<file path="src/rtl/seg_scan_display_pkg.sv">
`default_nettype none
// ============================================================================
// Module      : seg_scan_display_pkg
// Description : Shared constants for the multiplexed 7-segment scanner:
//               slot FSM state encoding, active-high "all off" patterns and
//               the hex -> segment lookup (active-high, bit order g..a).
// Revision    : 1.0 - initial release
// ============================================================================
package seg_scan_display_pkg;

    // Per-slot FSM encoding
    localparam int unsigned     ST_W        = 1;
    localparam logic [ST_W-1:0] c_ST_BLANK  = 1'b0;
    localparam logic [ST_W-1:0] c_ST_DRIVE  = 1'b1;

    // Active-high "nothing lit" pattern; the top applies output polarity
    localparam logic [7:0]      c_SEG_OFF_AH = 8'h00;

    // Hex nibble -> active-high segment pattern {g,f,e,d,c,b,a}
    function automatic logic [6:0] hex_to_seg(input logic [3:0] nib);
        logic [6:0] pat;
        case (nib)
            4'h0:    pat = 7'h3F;
            4'h1:    pat = 7'h06;
            4'h2:    pat = 7'h5B;
            4'h3:    pat = 7'h4F;
            4'h4:    pat = 7'h66;
            4'h5:    pat = 7'h6D;
            4'h6:    pat = 7'h7D;
            4'h7:    pat = 7'h07;
            4'h8:    pat = 7'h7F;
            4'h9:    pat = 7'h6F;
            4'hA:    pat = 7'h77;
            4'hB:    pat = 7'h7C;
            4'hC:    pat = 7'h39;
            4'hD:    pat = 7'h5E;
            4'hE:    pat = 7'h79;
            default: pat = 7'h71;
        endcase
        return pat;
    endfunction

endpackage
`default_nettype wire

</file>
<file path="src/rtl/seg_scan_display_decode.sv">
`default_nettype none
// ============================================================================
// Module      : seg_scan_display_decode
// Description : Combinational hex nibble to active-high 7-segment decoder.
// Ports       : nibble_i [3:0]  hex digit to display
//               seg_o    [6:0]  {g,f,e,d,c,b,a}, 1 = segment lit
// Revision    : 1.0 - initial release
// ============================================================================
module seg_scan_display_decode
    import seg_scan_display_pkg::*;
(
    input  logic [3:0] nibble_i,
    output logic [6:0] seg_o
);

    assign seg_o = hex_to_seg(nibble_i);

endmodule
`default_nettype wire

</file>
<file path="src/rtl/seg_scan_display.sv">
`default_nettype none
// ============================================================================
// Module      : seg_scan_display
// Description : Parametrised multiplexed 7-segment scanner. Each digit gets a
//               slot of DIV clocks; the first BLANK_CYC clocks of every slot
//               keep all anodes off to stop ghosting. Display data comes from
//               a shadow buffer reloaded only at frame start, so a frame never
//               mixes two snapshots. Supports leading-zero suppression and a
//               per-digit decimal point.
// Ports       : clk_100mhz   system clock
//               rst_n        async active-low reset
//               data         hex nibbles, data[3:0] = rightmost digit
//               dp_in        decimal point per digit, 1 = lit
//               lz_blank     1 = suppress leading zeros (digit 0 never)
//               update_en    1 = shadow reloads at frame start
//               AN           anode drives (polarity AN_ACT_LOW)
//               SEGMENT      {dp,g,f,e,d,c,b,a} (polarity SEG_ACT_LOW)
//               digit_idx    digit currently scanned
//               frame_start  one-cycle pulse at start of digit-0 slot
// Revision    : 1.0 - initial release
// ============================================================================
module seg_scan_display
    import seg_scan_display_pkg::*;
#(
    parameter int unsigned N_DIGITS    = 4,
    parameter int unsigned DIV         = 100000,
    parameter int unsigned BLANK_CYC   = 200,
    parameter bit          AN_ACT_LOW  = 1'b1,
    parameter bit          SEG_ACT_LOW = 1'b1,
    localparam int unsigned IDX_W      = (N_DIGITS > 1) ? $clog2(N_DIGITS) : 1
) (
    input  logic                  clk_100mhz,
    input  logic                  rst_n,
    input  logic [4*N_DIGITS-1:0] data,
    input  logic [N_DIGITS-1:0]   dp_in,
    input  logic                  lz_blank,
    input  logic                  update_en,
    output logic [N_DIGITS-1:0]   AN,
    output logic [7:0]            SEGMENT,
    output logic [IDX_W-1:0]      digit_idx,
    output logic                  frame_start
);

    localparam int unsigned          CNT_W        = $clog2(DIV);
    localparam logic [CNT_W-1:0]     c_CNT_MAX    = CNT_W'(DIV - 1);
    localparam logic [CNT_W-1:0]     c_BLANK_LAST = CNT_W'(BLANK_CYC - 1);
    localparam logic [IDX_W-1:0]     c_DIG_MAX    = IDX_W'(N_DIGITS - 1);
    // XOR masks: applying them to an active-high pattern yields the pad
    // polarity, and they are also the "all inactive" pad value.
    localparam logic [N_DIGITS-1:0]  c_AN_OFF     = {N_DIGITS{AN_ACT_LOW}};
    localparam logic [7:0]           c_SEG_OFF    = {8{SEG_ACT_LOW}};

    // ------------------------------------------------------------------
    // Slot prescaler and digit counter
    // ------------------------------------------------------------------
    logic [CNT_W-1:0] slot_cnt_q, slot_cnt_d;
    logic [IDX_W-1:0] digit_idx_q, digit_idx_d;
    logic             w_slot_wrap;
    logic             w_frame_hit;

    assign w_slot_wrap = (slot_cnt_q == c_CNT_MAX);
    assign w_frame_hit = (slot_cnt_q == '0) && (digit_idx_q == '0);

    always_comb begin
        slot_cnt_d  = w_slot_wrap ? '0 : slot_cnt_q + 1'b1;
        digit_idx_d = digit_idx_q;
        if (w_slot_wrap) begin
            digit_idx_d = (digit_idx_q == c_DIG_MAX) ? '0 : digit_idx_q + 1'b1;
        end
    end

    always_ff @(posedge clk_100mhz or negedge rst_n) begin
        if (!rst_n) begin
            slot_cnt_q  <= '0;
            digit_idx_q <= '0;
        end else begin
            slot_cnt_q  <= slot_cnt_d;
            digit_idx_q <= digit_idx_d;
        end
    end

    // ------------------------------------------------------------------
    // Shadow buffer: only captured on the frame-start edge
    // ------------------------------------------------------------------
    logic [4*N_DIGITS-1:0] shadow_data_q;
    logic [N_DIGITS-1:0]   shadow_dp_q;

    always_ff @(posedge clk_100mhz or negedge rst_n) begin
        if (!rst_n) begin
            shadow_data_q <= '0;
            shadow_dp_q   <= '0;
        end else if (w_frame_hit && update_en) begin
            shadow_data_q <= data;
            shadow_dp_q   <= dp_in;
        end
    end

    // ------------------------------------------------------------------
    // Leading-zero mask: digit i is a leading zero when every shadow
    // nibble from the top down to i is zero. Digit 0 is never masked.
    // ------------------------------------------------------------------
    logic [N_DIGITS-1:0] w_lz_mask;
    logic                w_upper_zero;

    always_comb begin
        w_lz_mask    = '0;
        w_upper_zero = 1'b1;
        for (int i = N_DIGITS - 1; i > 0; i--) begin
            w_upper_zero = w_upper_zero && (shadow_data_q[4*i +: 4] == 4'h0);
            w_lz_mask[i] = w_upper_zero;
        end
    end

    // ------------------------------------------------------------------
    // Segment decode of the digit currently scanned
    // ------------------------------------------------------------------
    logic [3:0] w_nibble;
    logic [6:0] w_seg_pat;

    assign w_nibble = shadow_data_q[{digit_idx_q, 2'b00} +: 4];

    seg_scan_display_decode u_decode (
        .nibble_i (w_nibble),
        .seg_o    (w_seg_pat)
    );

    // ------------------------------------------------------------------
    // BLANK/DRIVE slot FSM: state register / next-state / outputs
    // ------------------------------------------------------------------
    logic [ST_W-1:0] state_q, state_d;

    always_ff @(posedge clk_100mhz or negedge rst_n) begin
        if (!rst_n) begin
            state_q <= c_ST_BLANK;
        end else begin
            state_q <= state_d;
        end
    end

    // state_q always describes the current slot_cnt_q value
    always_comb begin
        state_d = state_q;
        case (state_q)
            c_ST_BLANK: if (slot_cnt_q == c_BLANK_LAST) state_d = c_ST_DRIVE;
            c_ST_DRIVE: if (w_slot_wrap)                state_d = c_ST_BLANK;
            default:                                    state_d = c_ST_BLANK;
        endcase
    end

    logic [N_DIGITS-1:0] an_d, w_an_ah;
    logic [7:0]          seg_d, w_seg_ah;

    always_comb begin
        w_an_ah  = '0;
        w_seg_ah = c_SEG_OFF_AH;
        if (state_q == c_ST_DRIVE) begin
            w_an_ah[digit_idx_q] = 1'b1;
            // A suppressed leading zero keeps its anode and decimal point
            w_seg_ah = {shadow_dp_q[digit_idx_q],
                        (lz_blank && w_lz_mask[digit_idx_q]) ? 7'h00 : w_seg_pat};
        end
        an_d  = w_an_ah ^ c_AN_OFF;
        seg_d = w_seg_ah ^ c_SEG_OFF;
    end

    // ------------------------------------------------------------------
    // Registered outputs (one cycle behind the counter state)
    // ------------------------------------------------------------------
    logic [N_DIGITS-1:0] an_q;
    logic [7:0]          seg_q;
    logic [IDX_W-1:0]    digit_idx_out_q;
    logic                frame_start_q;

    always_ff @(posedge clk_100mhz or negedge rst_n) begin
        if (!rst_n) begin
            an_q            <= c_AN_OFF;
            seg_q           <= c_SEG_OFF;
            digit_idx_out_q <= '0;
            frame_start_q   <= 1'b0;
        end else begin
            an_q            <= an_d;
            seg_q           <= seg_d;
            digit_idx_out_q <= digit_idx_q;
            frame_start_q   <= w_frame_hit;
        end
    end

    assign AN          = an_q;
    assign SEGMENT     = seg_q;
    assign digit_idx   = digit_idx_out_q;
    assign frame_start = frame_start_q;

endmodule
`default_nettype wire

</file>
<file path="config.mk">
export PLATFORM = sky130hd
export DESIGN_NAME = seg_scan_display
export DESIGN_NICKNAME = d
export VERILOG_FILES = /design/src/rtl/seg_scan_display_pkg.sv /design/src/rtl/seg_scan_display_decode.sv /design/src/rtl/seg_scan_display.sv
export SDC_FILE = /design/constraint.sdc
export NUM_CORES = 1
export LEC_CHECK = 0
export ABC_AREA = 1
export ABC_CLOCK_PERIOD_IN_PS = 4900
export CORE_MARGIN = 2
export CORE_UTILIZATION = 50
export CTS_BUF_LIST = sky130_fd_sc_hd__clkbuf_4 sky130_fd_sc_hd__clkbuf_8
export CTS_CLUSTER_DIAMETER = 30
export DETAILED_ROUTE_END_ITERATION = 12
export MAX_ROUTING_LAYER = met4
export PLACE_DENSITY = 0.73
export SLEW_MARGIN = 20
export SYNTH_ARGS = -nofsm -noshare
export SYNTH_HDL_FRONTEND = slang
export SYNTH_HIERARCHICAL = 1
export SYNTH_SLANG_ARGS = --single-unit
export TNS_END_PERCENT = 1
</file>
<file path="constraint.sdc">
create_clock -name clk_100mhz -period 4.9 [get_ports clk_100mhz]
set_input_delay 1.47 -clock clk_100mhz [delete_from_list [all_inputs] [get_ports clk_100mhz]]
set_output_delay 1.47 -clock clk_100mhz [all_outputs]
set_load 0.01 [all_outputs]
</file>
; Word-level counts from Yosys, hierarchy flattened
; Memories as Yosys holds them, arrays and structs flattened.
; Index checks and enable logic that the tools add are counted.
[totals]
reg_bits = 55
mem_bits_ro = 112
mem_count = 1
wordCells = 46
[memory_table]
columns = name, depth, word_bits, read_ports, rd_clocked_by_memory_dff, write_ports, line_no
row1 = (no name shown), 16, 7, 1, 0, 0, seg_scan_display_pkg.sv:22  ; case (nib)
[op_classes]
n_mux = 14
eq_ne = 3
n_bitwise = 3
order_cmp = 2
reduce_logical = 11
shift = 1
n_addsub = 2
[ops]
columns = op, count
row1 = "adder 17 x 1 -> 17 bit, second input constant", 1
row2 = "== test 17 bit, second input constant", 1
row3 = "== test 17 x 8 -> 1 bit, second input constant", 1
row4 = logical NOT 17 bit, 1
row5 = two-way mux 17 bit, 1
row6 = indexed part select 16 x 5 -> 4 bit, 1
row7 = logical NOT 4 bit, 3
row8 = two-way mux 8 bit, 1
row9 = NOT 8 bit, 1
row10 = two-way mux 7 bit, 1
row11 = logical AND 1 bit, 6
row12 = two-way mux 1 bit, 5
row13 = binary-select mux 1 bit (select 2 bit), 2
row14 = two-way mux 4 bit, 1
row15 = NOT 4 bit, 1
row16 = "< comparator 2 x 3 -> 1 bit, second input constant", 1
row17 = "adder 2 x 1 -> 2 bit, second input constant", 1
row18 = demux 1 bit (select 2 bit), 1
row19 = "== test 2 bit, second input constant", 1
row20 = ">= comparator 2 x 1 -> 1 bit, second input constant", 1
row21 = logical NOT 2 bit, 1
row22 = two-way mux 2 bit, 1
row23 = case mux 1 bit (2 select lines), 1
row24 = NOT 1 bit, 1

; Logic depth before layout (Yosys ltp)
; Gate-level depths: netlist (run 1).
[logic_depth]
word_depth = 9
depth_mapped = 12
depth_no_buf = 11

; Cells and area by module
; Netlist (run 1), hierarchy kept.
[by_module_without_submodules]
columns = mod, cells_each, seq_area_each_um2, area_each_um2, instances
row1 = seg_scan_display, 329, 1391.3, 2773.9, 1
row2 = seg_scan_display_decode, 52, 0.0, 270.3, 1

; Worst setup path before layout (run 1)
; OpenSTA, ideal clock, no wires.
[synth_timing]
kind = register to output
start = register an_q[0], in the netlist AN[0]
end = output AN[0]
stages_incl_launch_ff = 1
setup_slack_ns = 2.910
t_arrival_ns = 0.520
path_buffers = 0
cell_sequence = dfstp_2
[synth_rtl]
columns = item, line_no
row1 = start: declaration, seg_scan_display.sv:169  ; logic [N_DIGITS-1:0] an_q;
row2 = start signal: assignment, seg_scan_display.sv:176  ; an_q <= c_AN_OFF;
row3 = start signal: assignment, seg_scan_display.sv:181  ; an_q <= an_d;
row4 = end: declaration, seg_scan_display.sv:38  ; output logic [N_DIGITS-1:0] AN,
; No word-level cell between the ends.

; Worst setup path after layout (run 1)
[layout_timing]
start = register seg_q[3], in the netlist SEGMENT[3]
end = output SEGMENT[3]
[layout_rtl]
columns = item, line_no
row1 = start: declaration, seg_scan_display.sv:170  ; logic [7:0] seg_q;
row2 = start signal: assignment, seg_scan_display.sv:177  ; seg_q <= c_SEG_OFF;
row3 = start signal: assignment, seg_scan_display.sv:182  ; seg_q <= seg_d;
row4 = end: declaration, seg_scan_display.sv:39  ; output logic [7:0] SEGMENT,
; No word-level cell between the ends.

==> results of run 1 <==
[through the flow]
step	setup WS, ns	util	total power, mW
global placement	1.88	0.583	0.537
floorplan	2.91	-	0.504
detailed placement	1.82	0.583	0.539
global route	2.02	0.606	0.914
CTS	2.07	0.606	0.883
finish	2.09	0.606	0.873
[logic make-up (layout without fill, tap and decap cells)]
group / after synthesis / after routing / share of synthesized area
AND/OR/NAND/NOR: 239 / 239 / 0.357
flip-flops: 55 / 55 / 0.457
buffers and inverters: 45 / 80 / 0.0719
AO/OA/AOI/OAI: 21 / 21 / 0.0374
adder cells (fa/ha/maj): 13 / 13 / 0.0534
XOR/XNOR: 8 / 8 / 0.0230
[flip-flops by register name, indices dropped and copies added (netlist names)]
name,count
digit_idx_q,2
shadow_data_q,16
SEGMENT,8
state_q,1
digit_idx,2
AN,4
slot_cnt_q,17
shadow_dp_q,4
frame_start,1
[routing by layer]
metal	routed length, µm	share of wire	vias to the layer above	GRT usage
li1	-	-	1281	-
met1	2970	0.50	1123	0.277
met2	2660	0.45	55	0.321
met3	213	0.036	5	0.0396
met4	51	0.0087	0	0.0417
met5	0	0	-	-
[report_power, final]
part / leakage, nW / total, mW / internal [mW] / switching (mW)
Sequential: 0.691 / 0.469 / 0.462 / 0.00653
Clock: 0.0644 / 0.343 / 0.204 / 0.140
Combinational: 0.963 / 0.0606 / 0.0279 / 0.0327
[path summary, 6_finish.rpt]
kind / startpoint / to / cells after the start
worst max-delay path: SEGMENT[3]$_DFF_PN1_ / SEGMENT[3] / 1
worst min-delay path: shadow_dp_q[2]$_DFFE_PN0P_ / shadow_dp_q[2]$_DFFE_PN0P_ / 2
worst max register to register: digit_idx_q[0]$_DFFE_PN0N_ / shadow_data_q[15]$_DFFE_PN0P_ / 9
worst min register to register: shadow_dp_q[2]$_DFFE_PN0P_ / shadow_dp_q[2]$_DFFE_PN0P_ / 2
max in group asynchronous: rst_n / SEGMENT[4]$_DFF_PN1_ / 2
min in group asynchronous: rst_n / slot_cnt_q[6]$_DFF_PN0_ / 1
[cell usage in the layout (no fill, tap or decap), types with 5 or more instances in the layout]
cell	count
inv_1	25
nor3_1	5
nor2_1	52
inv_2	6
nand4_1	22
nand2_1	120
ha_1	13
xor2_1	8
clkdlybuf4s50_1	37
clkbuf_8	5
o21ai_0	13
dfstp_2	12
dfrtp_1	43
nand3_1	21
o22ai_1	5
[synth_stat cells, drive strengths merged]
cell type / number
dfstp: 12
clkbuf: 2
dfrtp: 43
nor4: 1
nand2: 126
and2: 1
clkinv: 2
or2: 1
nor2: 61
xor2: 8
ha: 13
nor3: 5
buf: 10
nand4: 22
inv: 31
o22ai: 5
nand3: 22
o21bai: 1
o21ai: 15
[final cells by class]
class                           instances  area share
Clock buffer                            5      0.0193
Clock inverter                          3      0.0189
Tap cell                               75      0.0263
Multi-Input combinational cell        281       0.402
Inverter                               33      0.0361
Sequential cell                        55       0.390
Timing Repair Buffer                   39       0.107
==> results.py, run 1 <==
metrics = {
    "outcome": {
        "outcome": "completed",
    },
    "routing": {
        "avgViaCountPerCell": 5.02,
        "finalWirelength_um": 5890,
        "routedWlPerCell_um": 12.0,
        "drt_iter0_markers": 89,
        "vias": 2464,
        "drc": 0,
        "drt-pass1-iter-count": 4,
        "final_antenna_net_count": 0,
    },
    "floorplan": {
        "start_util": 0.517,
        "die_height_um": 82.0,
        "dieArea_mm2": 0.00673,
        "die_w_um": 82.0,
        "fp.coreArea_mm2": 0.00589,
        "core.rowCount": 28,
        "ios": 39,
    },
    "logic_synthesis": {
        "seq_area_frac_synth": 0.457,
        "synth_top_area_frac": 0.353,
        "synthCells": 381,
        "synth.area.top_cells": "dfrtp_1 35%, nand2_1 15%, dfstp_2 10%, nor2_1 6.4%, ha_1 5.3%",
        "synthesis.nets": 418,
        "ys_types": 30,
        "yosys.area.top_type": "dfrtp_1",
        "yosysWarnings": 6,
        "synth.cell_area_mm2": 0.00304,
        "synth_seq_cells": 55,
        "synth_area_per_cell_um2": 7.99,
    },
    "placement": {
        "place_area_mm2": 0.00343,
        "gp_congestion": 0.917,
        "io_buffers": 38,
        "dp_hpwl_um": 4460,
        "placedCellCount": 483,
    },
    "setup_path": {
        "cp.arrival_ns": 1.34,
        "cp_cell_sequence": "clkdlybuf4s50_1",
        "worst-path-max-fanout": 1,
        "cp_slowest_stage_delay_ns": 0.53,
        "r2r_slack_ns": 2.45,
        "start_kind": "register",
        "crit_slowest_cell": "dfstp_2",
        "crit_family": "flip-flops",
        "worst-path-buf-inv": 1,
        "crit_path_end_kind": "output pin",
        "required_ns": 3.43,
        "critical_path_class": "reg2out",
    },
    "clock_tree": {
        "cts_buffer_depth": 2,
        "cts_setup_buffers": 0,
        "root_buffer": "clkbuf_8",
        "clkSlewWorstSetupHoldPaths_ns": 0.09,
        "clock_latency_ns": 0.30,
        "cts_buffers": 5,
        "clock-sinks": 55,
        "htreeDepth": 2,
        "cts.repair.resized": 0,
        "cts_tree": "yes",
        "holdBufCountCts": 0,
    },
    "power_and_ir_drop": {
        "p_leak_nw": 1.72,
        "power.density_mw_per_mm2": 245,
        "peakVddDrop_mv": 0.146,
    },
    "sta": {
        "tightest_slew_ns": 0.747,
        "slew_headroom": 0.500,
        "hold_viol": 0,
        "rsz0062_at_grt": "false",
        "fin_hold_ws_ns": 0.477,
        "setup_viol": 0,
        "maxSlewViolCount": 0,
        "fin_crit_ns": 2.81,
        "fin_crit_sh": 0.574,
        "clock_skew_ns": 0.00801,
        "fin_setup_tns_ns": 0,
        "maxClockFrequency_ghz": 0.355,
    },
    "global_routing": {
        "grt_usage": 0.204,
        "grt_max_degree": 43,
        "antenna_found_initial": 0,
        "grt_pass1_wl_um": 10300,
        "grt_pass1_vias": 2293,
        "grt_overflow": 0,
    },
    "layout": {
        "finalNonFillerCells": 491,
        "drive_gt1_frac": 0.111,
        "syn_to_final_growth_pct": 17.2,
        "multi_input_area_mm2": 0.00143,
        "n_fill_cell": 536,
        "antennaDiodeCount": 0,
        "postLayoutCellArea_mm2": 0.00357,
        "nNetsFinal": 452,
        "layout.area.seq_mm2": 0.00139,
    },
    "flow_run": {
        "cap_violations": 0,
    },
    "min_path": {
        "hp-class": "reg2reg",
    },
}
Note: power is estimated with default switching activity, not from simulation.
==> run 2: changes to the inputs <==
--- a/config.mk
+++ b/config.mk
@@ -6,14 +6,14 @@
 export NUM_CORES = 1
 export LEC_CHECK = 0
 export ABC_AREA = 1
-export ABC_CLOCK_PERIOD_IN_PS = 4900
+export ABC_CLOCK_PERIOD_IN_PS = 2330
 export CORE_MARGIN = 2
 export CORE_UTILIZATION = 50
 export CTS_BUF_LIST = sky130_fd_sc_hd__clkbuf_4 sky130_fd_sc_hd__clkbuf_8
 export CTS_CLUSTER_DIAMETER = 30
 export DETAILED_ROUTE_END_ITERATION = 12
 export MAX_ROUTING_LAYER = met4
-export PLACE_DENSITY = 0.73
+export PLACE_DENSITY = 0.76
 export SLEW_MARGIN = 20
 export SYNTH_ARGS = -nofsm -noshare
 export SYNTH_HDL_FRONTEND = slang
==> constraint.sdc (replaced) <==
create_clock -name clk_100mhz -period 2.33 [get_ports clk_100mhz]
set_input_delay 0.699 -clock clk_100mhz [delete_from_list [all_inputs] [get_ports clk_100mhz]]
set_output_delay 0.699 -clock clk_100mhz [all_outputs]
set_load 0.01 [all_outputs]
==> run 2 against run 1 <==
Effect of this change: flip-flop and latch count stayed put; sequential power is 110% higher; die area stayed put; clock skew is 0.0014 ns higher; non-clock buffer count is 5 higher; global-route usage is 0.71 points higher; largest power group unchanged; largest cell class unchanged.
==> results.py, run 2 (synthesis gave the netlist of run 1 again) <==
metrics = {
    "clock_tree": {
        "holdBufCountCts": 0,
        "cts_buffers": 5,
        "clock-sinks": 55,
        "clock_latency_ns": 0.31,
        "root_buffer": "clkbuf_8",
        "cts_buffer_depth": 2,
        "clkSlewWorstSetupHoldPaths_ns": 0.10,
        "cts_setup_buffers": 0,
        "cts_tree": "yes",
        "htreeDepth": 2,
        "cts.repair.resized": 0,
    },
    "sta": {
        "fin_setup_tns_ns": 0,
        "fin_crit_ns": 2.13,
        "setup_ws_ns": 0.204,
        "fin_crit_sh": 0.912,
        "setup_viol": 0,
        "slew_headroom": 0.492,
        "hold_viol": 0,
        "clock_skew_ns": 0.00940,
        "tightest_slew_ns": 0.761,
        "maxClockFrequency_ghz": 0.470,
        "rsz0062_at_grt": "false",
        "maxSlewViolCount": 0,
    },
    "power_and_ir_drop": {
        "p_leak_nw": 1.73,
        "peakVddDrop_mv": 0.213,
        "power.density_mw_per_mm2": 465,
    },
    "setup_path": {
        "start_kind": "register",
        "r2r_start": "digit_idx_q[1]$_DFFE_PN0N_",
        "worst-path-max-fanout": 10,
        "r2r_slack_ns": 0.20,
        "cp.arrival_ns": 2.38,
        "critical_path_class": "reg2reg",
        "critPathLaunch": "digit_idx_q[1]$_DFFE_PN0N_",
        "required_ns": 2.58,
        "crit_path_end_kind": "register",
    },
    "global_routing": {
        "antenna_found_initial": 0,
        "grt_pass1_vias": 2365,
        "grt_pass1_wl_um": 10700,
        "grt_max_degree": 26,
        "grt_usage": 0.211,
        "grt_overflow": 0,
    },
    "placement": {
        "dp_slack_ns": 0.297,
        "io_buffers": 38,
        "dp_hpwl_um": 4650,
        "placedCellCount": 488,
        "gp_congestion": 0.895,
    },
    "layout": {
        "most-common-layout-cells": "120 x nand2_1, 52 x nor2_1, 43 x dfrtp_1",
        "post-route-util": 0.604,
        "largest_register_ffs": 17,
        "antennaDiodeCount": 0,
        "final_common_cell": "nand2_1",
        "top_register": "slot_cnt_q",
        "nNetsFinal": 457,
        "finalNonFillerCells": 496,
        "syn_to_final_growth_pct": 16.8,
        "drive_gt1_frac": 0.121,
    },
    "min_path": {
        "hp-class": "in2async",
    },
    "floorplan": {
        "dieArea_mm2": 0.00673,
        "die_height_um": 82.0,
        "start_util": 0.517,
        "fp.coreArea_mm2": 0.00589,
        "core.rowCount": 28,
        "ios": 39,
        "die_w_um": 82.0,
    },
    "routing": {
        "avgViaCountPerCell": 5.12,
        "vias": 2539,
        "finalWirelength_um": 6150,
        "drt-pass1-iter-count": 4,
        "routedWlPerCell_um": 12.4,
        "drt_iter0_markers": 111,
        "final_antenna_net_count": 0,
        "drc": 0,
    },
    "outcome": {
        "outcome": "completed",
    },
    "flow_run": {
        "cap_violations": 0,
    },
}
==> run 2: through the flow <==
step / hold WS (ns) / power (mW) / cell area, µm²
global placement: 0.460 / 1.13 / 3470
floorplan: 0.403 / 1.06 / 3040
finish: 0.294 / 1.65 / 3560
CTS: 0.303 / 1.67 / 3560
detailed placement: 0.471 / 1.14 / 3470
global route: 0.313 / 1.73 / 3560
==> run 2: area by class of cell <==
| type | count | area (µm²) |
|---|---|---|
| flip-flops and latches | 55 | 1390 |
| multi-input cells | 281 | 1430 |
| fillers | 529 | 2330 |
| inverters | 33 | 129 |
| clock buffers | 5 | 68.8 |
| well taps | 75 | 93.8 |
| clock inverters | 3 | 18.8 |
| repair buffers | 44 | 420 |
==> run 2: metal layers <==
| layer | part of all wire | track usage |
|---|---|---|
| met5 | 0 | - |
| met4 | 0.013 | 0.0583 |
| met3 | 0.038 | 0.0363 |
| met2 | 0.46 | 0.331 |
| met1 | 0.49 | 0.284 |
==> run 2: final timing paths <==
path                                                 end  cells after the start
min reg2reg                      slot_cnt_q[0]$_DFF_PN0_                      1
min                                frame_start$_DFF_PN0_                      1
max                                 SEGMENT[3]$_DFF_PN1_                     10
max reg2reg                         SEGMENT[3]$_DFF_PN1_                     10
max in group asynchronous  shadow_data_q[12]$_DFFE_PN0P_                      2
min in group clk_100mhz          slot_cnt_q[0]$_DFF_PN0_                      1
==> run 2: power breakdown <==
part | internal (mW) | leakage [nW] | switching, mW
clock network | 0.213 | 0.0483 | 0.320
registers | 0.973 | 0.691 | 0.0141
logic | 0.0620 | 0.989 | 0.0716
==> run 2: critical path, stage by stage, from the launching register on <==
cell and delay, ns:
dfrtp_1 0.49, inv_1 0.23, o21ai_0 0.13, o22ai_1 0.33, inv_1 0.18, ha_1 0.33
nand2_1 0.07, o21ai_0 0.09, nand2_1 0.09, nand2_1 0.06, nand3_1 0.07
==> run 3: changes to the inputs <==
--- a/config.mk
+++ b/config.mk
@@ -14,6 +14,7 @@
 export DETAILED_ROUTE_END_ITERATION = 12
 export MAX_ROUTING_LAYER = met4
 export PLACE_DENSITY = 0.76
+export SETUP_SLACK_MARGIN = 0.3
 export SLEW_MARGIN = 20
 export SYNTH_ARGS = -nofsm -noshare
 export SYNTH_HDL_FRONTEND = slang
==> run 3 against run 2 <==
Effect of this change: maximum frequency grew 3.1%; final area grew 0.32%; power is essentially flat; highest routed layer unchanged; sequential share of layout area shrank 0.12 points; first-iteration DRC count grew 3.6%; die area is the same; register-to-register slack gained 0.16 ns.
==> results.py, run 3 (synthesis gave the netlist of run 1 again) <==
metrics = {
    "outcome": {
        "outcome": "completed",
    },
    "sta": {
        "setup_viol": 0,
        "fin_hold_ws_ns": 0.295,
        "tightest_slew_ns": 0.611,
        "hold_viol": 0,
        "fin_crit_sh": 0.885,
        "rsz0062_at_grt": "true",
        "maxClockFrequency_ghz": 0.485,
        "fin_crit_ns": 2.06,
        "slew_headroom": 0.593,
        "fin_setup_tns_ns": 0,
        "clock_skew_ns": 0.00863,
        "maxSlewViolCount": 0,
    },
    "global_routing": {
        "grt_pass1_wl_um": 10700,
        "grt_usage": 0.211,
        "antenna_found_initial": 0,
        "grt_max_degree": 26,
        "grt_pass1_vias": 2365,
        "grt_overflow": 0,
    },
    "clock_tree": {
        "clkSlewWorstSetupHoldPaths_ns": 0.10,
        "clock_latency_ns": 0.31,
        "cts_buffers": 5,
        "cts_buffer_depth": 2,
        "clock-sinks": 55,
        "cts_setup_buffers": 0,
        "root_buffer": "clkbuf_8",
        "htreeDepth": 2,
        "cts_tree": "yes",
    },
    "min_path": {
        "hp-class": "in2async",
    },
    "floorplan": {
        "start_util": 0.517,
        "dieArea_mm2": 0.00673,
        "core.rowCount": 28,
        "die_w_um": 82.0,
        "fp.coreArea_mm2": 0.00589,
        "die_height_um": 82.0,
        "ios": 39,
    },
    "setup_path": {
        "crit_path_end_kind": "output pin",
        "critical_path_class": "reg2out",
        "start_kind": "register",
        "worst-path-buf-inv": 1,
        "required_ns": 1.63,
        "crit_family": "flip-flops",
        "cp.arrival_ns": 1.36,
        "cp_cell_sequence": "clkdlybuf4s50_1",
        "cp_slowest_stage_delay_ns": 0.53,
        "crit_slowest_cell": "dfstp_2",
        "worst-path-max-fanout": 1,
    },
    "routing": {
        "vias": 2554,
        "drc": 0,
        "final_antenna_net_count": 0,
        "avgViaCountPerCell": 5.15,
        "drt_iter0_markers": 115,
        "finalWirelength_um": 6160,
        "drt-pass1-iter-count": 4,
        "routedWlPerCell_um": 12.4,
    },
    "layout": {
        "nNetsFinal": 457,
        "syn_to_final_growth_pct": 17.2,
        "top_register": "slot_cnt_q",
        "final_common_cell": "nand2_1",
        "drive_gt1_frac": 0.126,
        "n_fill_cell": 527,
        "antennaDiodeCount": 0,
        "largest_register_ffs": 17,
        "most-common-layout-cells": "120 x nand2_1, 52 x nor2_1, 43 x dfrtp_1",
    },
    "power_and_ir_drop": {
        "peakVddDrop_mv": 0.213,
        "p_leak_nw": 1.73,
        "power.density_mw_per_mm2": 463,
    },
    "flow_run": {
        "cap_violations": 0,
    },
    "placement": {
        "gp_congestion": 0.895,
        "io_buffers": 38,
        "dp_hpwl_um": 4650,
    },
}
[run 3: report_power, final]
group	switching, mW	leakage (nW)	internal [mW]
clock	0.319	0.0483	0.212
combinational	0.0717	0.992	0.0627
sequential	0.0143	0.691	0.973
[run 3: final cells by class]
cell class                      count  area [µm²]  area share
Tap cell                           75        93.8      0.0263
Timing Repair Buffer               44         419       0.118
Sequential cell                    55        1390       0.390
Multi-Input combinational cell    281        1450       0.405
Inverter                           33         129      0.0361
Clock inverter                      3        18.8     0.00526
Clock buffer                        5        68.8      0.0193
[run 3: final timing paths]
check / depth (start not counted) / startpoint / slack [ns] / endpoint
setup / recovery: 1 / AN[3]$_DFF_PN1_ / 0.27 / AN[3]
hold / removal: 1 / rst_n / 0.30 / slot_cnt_q[5]$_DFF_PN0_
setup reg to reg: 10 / digit_idx_q[1]$_DFFE_PN0N_ / 0.36 / SEGMENT[3]$_DFF_PN1_
hold reg to reg: 1 / slot_cnt_q[0]$_DFF_PN0_ / 0.49 / slot_cnt_q[0]$_DFF_PN0_
max in group asynchronous: 2 / rst_n / 1.38 / shadow_data_q[12]$_DFFE_PN0P_
min in group clk_100mhz: 1 / slot_cnt_q[0]$_DFF_PN0_ / 0.49 / slot_cnt_q[0]$_DFF_PN0_
[run 3: timing repair]
item / in CTS / in global routing
hold endpoints to repair: 0 / 0
endpoints found under the setup margin: 14 / 23
gates resized for setup: 1 / 2
hold buffers: 0 / 0
[run 3: through the flow]
stage | util | instances | setup WS (ns) | cell area (µm²) | power (mW)
finish | 0.606 | 496 | 0.268 | 3570 | 1.65
detailed placement | 0.589 | 488 | 0.297 | 3470 | 1.14
global route | 0.606 | 496 | 0.165 | 3570 | 1.73
CTS | 0.604 | 496 | 0.252 | 3550 | 1.67
global placement | 0.589 | 488 | 0.405 | 3470 | 1.13
floorplan | - | 381 | 0.466 | 3040 | 1.06
[run 3: per-layer routing]
metal / share of wire / vias to the layer above / global-route usage / wire (µm)
met5: 0 / - / - / 0
met4: 0.013 / 0 / 0.0583 / 82
met3: 0.042 / 9 / 0.0363 / 260
met2: 0.46 / 73 / 0.331 / 2860
met1: 0.48 / 1175 / 0.284 / 2950
li1: - / 1297 / - / -
